File: config.mk
export PLATFORM = sky130hd
export DESIGN_NAME = reg_delay_pipe
export DESIGN_NICKNAME = d
export VERILOG_FILES = /design/src/rtl/reg_delay_pipe.sv
export SDC_FILE = /design/constraint.sdc
export NUM_CORES = 1
export LEC_CHECK = 0
export CORE_ASPECT_RATIO = 0.8
export CORE_MARGIN = 1.5
export CORE_UTILIZATION = 50
export DETAILED_ROUTE_END_ITERATION = 8
export GPL_ROUTABILITY_DRIVEN = 0
export PLACE_DENSITY = 0.87
export SLEW_MARGIN = 20
export SYNTH_ARGS = -nofsm -noshare
export SYNTH_HDL_FRONTEND = slang
export SYNTH_SLANG_ARGS = --single-unit
File: constraint.sdc
create_clock -name clk -period 3.7 [get_ports clk]
set_input_delay 0.37 -clock clk [delete_from_list [all_inputs] [get_ports clk]]
set_output_delay 0.37 -clock clk [all_outputs]
set_load 0.05 [all_outputs]
File: src/rtl/reg_delay_pipe.sv
// Stallable, flushable delay line for destination register indices with a
// per-stage valid bit, plus a same-cycle hazard lookup that reports the
// youngest valid stage holding a given source index.
module reg_delay_pipe #(
    parameter int unsigned WIDTH       = 5,
    parameter int unsigned DEPTH       = 3,
    parameter int unsigned FLUSH_DEPTH = 2,
    parameter bit          SKIP_ZERO   = 1'b1
) (
    input  logic                                    clk,
    input  logic                                    reset,
    input  logic                                    stall,
    input  logic                                    flush,
    input  logic                                    in_valid,
    input  logic [WIDTH-1:0]                        in_data,
    output logic                                    out_valid,
    output logic [WIDTH-1:0]                        out_data,
    output logic [DEPTH-1:0]                        stage_valid,
    output logic [$clog2(DEPTH+1)-1:0]              occupancy,
    input  logic [WIDTH-1:0]                        rs1,
    input  logic [WIDTH-1:0]                        rs2,
    output logic                                    hit1,
    output logic [((DEPTH > 1) ? $clog2(DEPTH) : 1)-1:0] hit1_stage,
    output logic                                    hit2,
    output logic [((DEPTH > 1) ? $clog2(DEPTH) : 1)-1:0] hit2_stage
);

    localparam int unsigned OCC_W   = $clog2(DEPTH + 1);
    localparam int unsigned STG_W   = (DEPTH > 1) ? $clog2(DEPTH) : 1;
    localparam int          DEPTH_I = int'(DEPTH);

    // Bit i set when stage i is cleared by flush; the youngest FLUSH_DEPTH stages.
    localparam logic [DEPTH-1:0] FLUSH_MASK = DEPTH'((65'(1) << FLUSH_DEPTH) - 65'(1));

    logic [DEPTH-1:0][WIDTH-1:0] data_q;
    logic [DEPTH-1:0][WIDTH-1:0] data_d;
    logic [DEPTH-1:0]            valid_q;
    logic [DEPTH-1:0]            valid_d;
    logic [OCC_W-1:0]            occ_q;
    logic                        admit;

    // Number of set bits in a valid vector.
    function automatic logic [OCC_W-1:0] popcount(input logic [DEPTH-1:0] v);
        logic [OCC_W-1:0] cnt;
        cnt = '0;
        for (int i = 0; i < DEPTH_I; i++) begin
            cnt = cnt + OCC_W'(v[i]);
        end
        return cnt;
    endfunction

    // Youngest valid stage whose data equals rs; returns {hit, stage}.
    function automatic logic [STG_W:0] lookup(
        input logic [DEPTH-1:0][WIDTH-1:0] d,
        input logic [DEPTH-1:0]            v,
        input logic [WIDTH-1:0]            rs
    );
        logic             hit;
        logic [STG_W-1:0] stg;
        hit = 1'b0;
        stg = '0;
        // Scan oldest to youngest so the youngest match is the one kept.
        for (int i = DEPTH_I - 1; i >= 0; i--) begin
            if (v[i] && (d[i] == rs)) begin
                hit = 1'b1;
                stg = STG_W'(i);
            end
        end
        // x0 is never a real dependency when zero entries are suppressed.
        if (SKIP_ZERO && (rs == '0)) begin
            hit = 1'b0;
            stg = '0;
        end
        return {hit, stg};
    endfunction

    // An input counts as a live entry unless it targets x0 with suppression on.
    always_comb begin
        admit = in_valid && !(SKIP_ZERO && (in_data == '0));
    end

    // Next stage contents: shift or hold, then flush clears the young stages.
    always_comb begin
        data_d  = data_q;
        valid_d = valid_q;
        if (!stall) begin
            data_d[0]  = in_data;
            valid_d[0] = admit;
            for (int i = 1; i < DEPTH_I; i++) begin
                data_d[i]  = data_q[i-1];
                valid_d[i] = valid_q[i-1];
            end
        end
        if (flush) begin
            for (int i = 0; i < DEPTH_I; i++) begin
                if (FLUSH_MASK[i]) begin
                    data_d[i]  = '0;
                    valid_d[i] = 1'b0;
                end
            end
        end
    end

    // Stage registers and registered occupancy count.
    always_ff @(posedge clk) begin
        if (reset) begin
            data_q  <= '0;
            valid_q <= '0;
            occ_q   <= '0;
        end else begin
            data_q  <= data_d;
            valid_q <= valid_d;
            occ_q   <= popcount(valid_d);
        end
    end

    // Registered outputs taken straight from the stage flops.
    always_comb begin
        out_valid   = valid_q[DEPTH-1];
        out_data    = data_q[DEPTH-1];
        stage_valid = valid_q;
        occupancy   = occ_q;
    end

    // Same-cycle hazard lookup for both source operands.
    always_comb begin
        {hit1, hit1_stage} = lookup(data_q, valid_q, rs1);
        {hit2, hit2_stage} = lookup(data_q, valid_q, rs2);
    end

endmodule
== Yosys cells after proc, flatten, opt, wreduce, memory -nomap -nowiden ==
Index checks and enable logic that the tools add are counted.

* Flip-flop bits (word level): 20
* Latch bits: 0
* RAM bits: 0
* Bits in read-only memories: 0
* Bits of input ports: 20
* Output and inout bits: 17
* Logic and storage cells: 43
* Memories: 0

* $add $sub $neg: 2
* $mul: 0
* Divide/modulo/power cells: 0
* $lt $le $gt $ge: 0
* Eq/ne operators: 6
* Shifts and indexed selects: 0
* Multiplexer cells: 18
* Bitwise operators: 0
* Reductions and logical operators: 12

{| class="wikitable"
|+ Operators with widths
! operator !! count
|-
| $eq 5x5->1 || 6
|-
| $mux 2 || 9
|-
| $logic_not 5->1 || 3
|-
| $mux 1 || 8
|-
| $logic_and 1x1->1 || 7
|-
| $mux 3 || 1
|-
| $add 1x1->2 || 1
|-
| $add 2x1->2 || 1
|-
| $reduce_or 2->1 || 1
|-
| $logic_not 1->1 || 1
|}

== Depth between registers and ports, before layout ==
* Depth after elaboration: 7
* Gate-level depth with buffers: 6
* Depth with buffers taken out: 6

== Worst setup path after synthesis ==
OpenSTA, ideal clock, no wires.

* Kind: in2out
* Start point: input rs2[2]
* End point: output hit2_stage[0] in the netlist's numbering
* Data arrival time: 1637 ps
* Data required time: 3330 ps
* Slack: 1693 ps
* Cell stages on the path: 4
* Path buffers: 0
* Cell sequence: xor2_1 > nor4_1 > nand4_1 > nor2_1

* Cells in the longest elaborated chain, start to end: 5
* Elaborated cells between the ends (all ways): 8
* Classes of those cells: eq/ne (2); mux (3); reduce/logical (3)

{| class="wikitable"
|+ RTL lines
! item !! line !! text
|-
| from (decl) || 21 || <nowiki>input logic [WIDTH-1:0] rs2,</nowiki>
|-
| $eq 5x5->1 || 64 || <nowiki>if (v[i] && (d[i] == rs)) begin</nowiki>
|-
| $logic_and 1x1->1 || 64 ||
|-
| $mux 2 (2 in a row) || 64 ||
|-
| $mux 2 * || 70 || <nowiki>if (SKIP_ZERO && (rs == '0)) begin</nowiki>
|-
| to (decl) || 25 || <nowiki>output logic [((DEPTH > 1) ? $clog2(DEPTH) : 1)-1:0] hit2_stage</nowiki>
|}

Mark *: on every way between the ends. The rest lies on a longest branch, timed or not.

== Worst setup path in the final report ==
* Start point: input rs1[1]
* End point: output hit1_stage[1] in the netlist's numbering

* Cells in the longest elaborated chain, start to end: 6
* Elaborated cells between the ends (all ways): 11
* Classes of those cells: eq/ne (3); mux (4); reduce/logical (4)

{| class="wikitable"
|+ RTL lines
! item !! line !! text
|-
| from (decl) || 20 || <nowiki>input logic [WIDTH-1:0] rs1,</nowiki>
|-
| $eq 5x5->1 || 64 ||
|-
| $logic_and 1x1->1 || 64 ||
|-
| $mux 2 (3 in a row) || 64 ||
|-
| $mux 2 * || 70 ||
|-
| to (decl) || 23 || <nowiki>output logic [((DEPTH > 1) ? $clog2(DEPTH) : 1)-1:0] hit1_stage,</nowiki>
|}

Marks and branches as above.

==> impl_metrics.json <==
{
  "post-dp-hpwl_um": 2320,
  "die_height_um": 47.8,
  "hold_slack_ns": 0.588,
  "drtIter0Drc": 30,
  "r2r_end": "occupancy[0]",
  "synth_area_mm2": 0.00125,
  "cts_sinks": 20,
  "h-tree-depth": 1,
  "fin_nets": 187,
  "cp_max_fo": 4,
  "io_buffers": 36,
  "floorplan.initialDensity_pct": 52.1,
  "max_freq_mhz": 342,
  "antenna_found_initial": 0,
  "status": "finished clean",
  "skew_ns": 0.00461,
  "dp_slack_ns": 0.784,
  "cap_violations": 0,
  "synth-seq-cells": 20,
  "min_path_cells": 2,
  "multi_input_area_um2": 785,
  "reg2reg_slack_ns": 2.20,
  "grt.total_usage_pct": 21.3,
  "syn-num-nets": 155,
  "rsz0062_at_grt": "false",
  "cts.path.max_buffers": 2,
  "drt-total-wl_um": 2880,
  "fill_cells": 199,
  "io_pins": 37,
  "core_mm2": 0.00240,
  "ant_nets": 0,
  "first_pass_iters": 4,
  "wl_per_cell_um": 15.0,
  "cts-resized-gates": 0,
  "via_per_inst": 5.64,
  "overflow": 0,
  "holdCritStartpoint": "data_q[8]",
  "worst_ep_arrival_time_ns": 2.56,
  "tightest_slew_ns": 0.538,
  "reg2reg_from": "stage_valid[0]",
  "cts_buffers": 3,
  "clk_pin_slew_ns": 0.12,
  "grt_pass1_wl_um": 4370,
  "diodes": 0,
  "drc": 0,
  "slew_headroom_pct": 64.0,
  "tns_ns": 0,
  "rows": 16,
  "critPathCaptureType": "output port",
  "first_global_vias": 934,
  "register_area_um2": 400,
  "area_growth_pct": 29.6,
  "synthCells": 134,
  "worstHoldEndpoint": "out_data[3]",
  "power_density_mw_per_mm2": 265,
  "min_path_type": "reg2reg",
  "start_kind": "primary input",
  "dieArea_mm2": 0.00282,
  "period_share_pct": 79.1,
  "yosysWarningCount": 0,
  "p_leak_nw": 0.695,
  "min_period_ns": 2.93,
  "ctsHoldBuffers": 0,
  "setup_ws_ns": 0.773,
  "post_cts_buffers": 0,
  "vias": 1082,
  "setup_viol": 0,
  "clkLatencyLatePin_ns": 0.30,
  "r2r_cells": 5,
  "critical_path_class": "in2out",
  "hold_viol": 0,
  "tritoncts": "yes",
  "ir_drop_mv": 0.241,
  "cts_root_buf": "clkbuf_4",
  "ys_seq_area_share_pct": 32.0,
  "cp.required_ns": 3.33,
  "power_mw": 0.430,
  "drive_above_1_share_pct": 8.48,
  "ys_types": 25,
  "die_w_um": 59.0,
  "final-max-slew-violation-count": 0,
  "syn_avg_cell_area_um2": 9.35,
  "grt_max_degree": 12
}
-- area by class of cell --
type | count | area share, %
multi-input cells | 104 | 48.3
clock buffers | 4 | 2.24
repair buffers | 37 | 22.7
well taps | 27 | 2.08
flip-flops and latches | 20 | 24.7
-- worst max-delay path: stages --
cell and delay, ns:
clkdlybuf4s50_1 0.52, xor2_1 0.20, nor4_2 0.28, nand4_1 0.17, nor3b_2 0.19, clkdlybuf4s50_1 0.82
-- worst max-delay path by stage --
stage / cells past startpoint / to / start / slack (ns)
final: 6 / hit1_stage[1] / rs1[1] / 0.77
after global routing: 6 / hit1_stage[0] / rs1[2] / 0.64
after CTS: 6 / hit1_stage[1] / rs1[1] / 0.78
after detailed placement: 6 / hit1_stage[1] / rs1[1] / 0.78
after global placement: 6 / hit2_stage[0] / rs2[2] / 0.84
after floorplan: 4 / hit2_stage[0] / rs2[2] / 1.69
-- state kept, by name, summed over array words and instances, names as in the netlist --
register     count
data_q          10
occupancy        2
out_data         5
stage_valid      3
-- through the flow --
stage | area (um2) | util [%] | instances
global route | 1620 | 67.6 | 192
global placement | 1590 | 66.0 | 188
CTS | 1620 | 67.6 | 192
finish | 1620 | 67.6 | 192
floorplan | 1250 | - | 134
detailed placement | 1590 | 66.0 | 188
-- cells in the mapped netlist --
| cell | number | area (um2) |
|---|---|---|
| xor2_1 | 24 | 210 |
| nor2_1 | 21 | 78.8 |
| dfxtp_1 | 20 | 400 |
| mux2i_1 | 16 | 160 |
| buf_4 | 7 | 52.6 |
| nand4_1 | 6 | 37.5 |
| xnor2_1 | 6 | 52.6 |
| and3_1 | 3 | 18.8 |
| buf_2 | 3 | 15.0 |
| nand2_1 | 3 | 11.3 |
| nor2b_1 | 3 | 18.8 |
| nor3_1 | 3 | 15.0 |
| nor4_1 | 3 | 18.8 |
| nor4_2 | 3 | 37.5 |
| nand3_1 | 2 | 10.0 |
| nor3b_2 | 2 | 25.0 |
| fa_1 | 1 | 20.0 |
| mux2_2 | 1 | 11.3 |
| nand3b_1 | 1 | 7.51 |
| nor3_2 | 1 | 10.0 |
| nor4b_2 | 1 | 15.0 |
| o21a_1 | 1 | 7.51 |
| o21ai_1 | 1 | 5.00 |
| or2_2 | 1 | 6.26 |
| or4_1 | 1 | 7.51 |
-- report_power, final --
group | internal [mW] | switching, mW | total, mW
logic | 0.0400 | 0.0399 | 0.0799
registers | 0.219 | 0.00480 | 0.223
clock network | 0.0600 | 0.0670 | 0.127
total | 0.319 | 0.112 | 0.430
-- cells by family after synthesis --
logic type	Yosys count	share of synthesized area, %
simple gates	54	25.4
xor+xnor	30	21.0
flops	20	32.0
mux	17	13.7
buf+inv	10	5.39
compound gates	2	0.999
fa+ha+maj	1	1.60
-- routing by layer --
| metal | GRT usage (%) | up-vias | routed length, um |
|---|---|---|---|
| li1 | - | 523 | - |
| met1 | 27.8 | 513 | 1250 |
| met2 | 37.1 | 46 | 1410 |
| met3 | 6.49 | 0 | 216 |
| met4 | 1.36 | 0 | 0 |
| met5 | 0 | - | 0 |
-- cells in the final DEF (no fill, tap or decap), types with 2 or more instances in the layout --
cell and count:
dfxtp_1 20, nor2_1 21, clkbuf_4 3, xor2_1 24, and3_1 3, nor4_1 3
xnor2_1 6, nand3_1 2, nand2_1 3, nand4_1 6, mux2i_1 16, nor4_2 3
nor3b_2 2, nor3_1 3, clkdlybuf4s50_1 36, nor2b_1 3
Power figures use the tool's default switching activity.
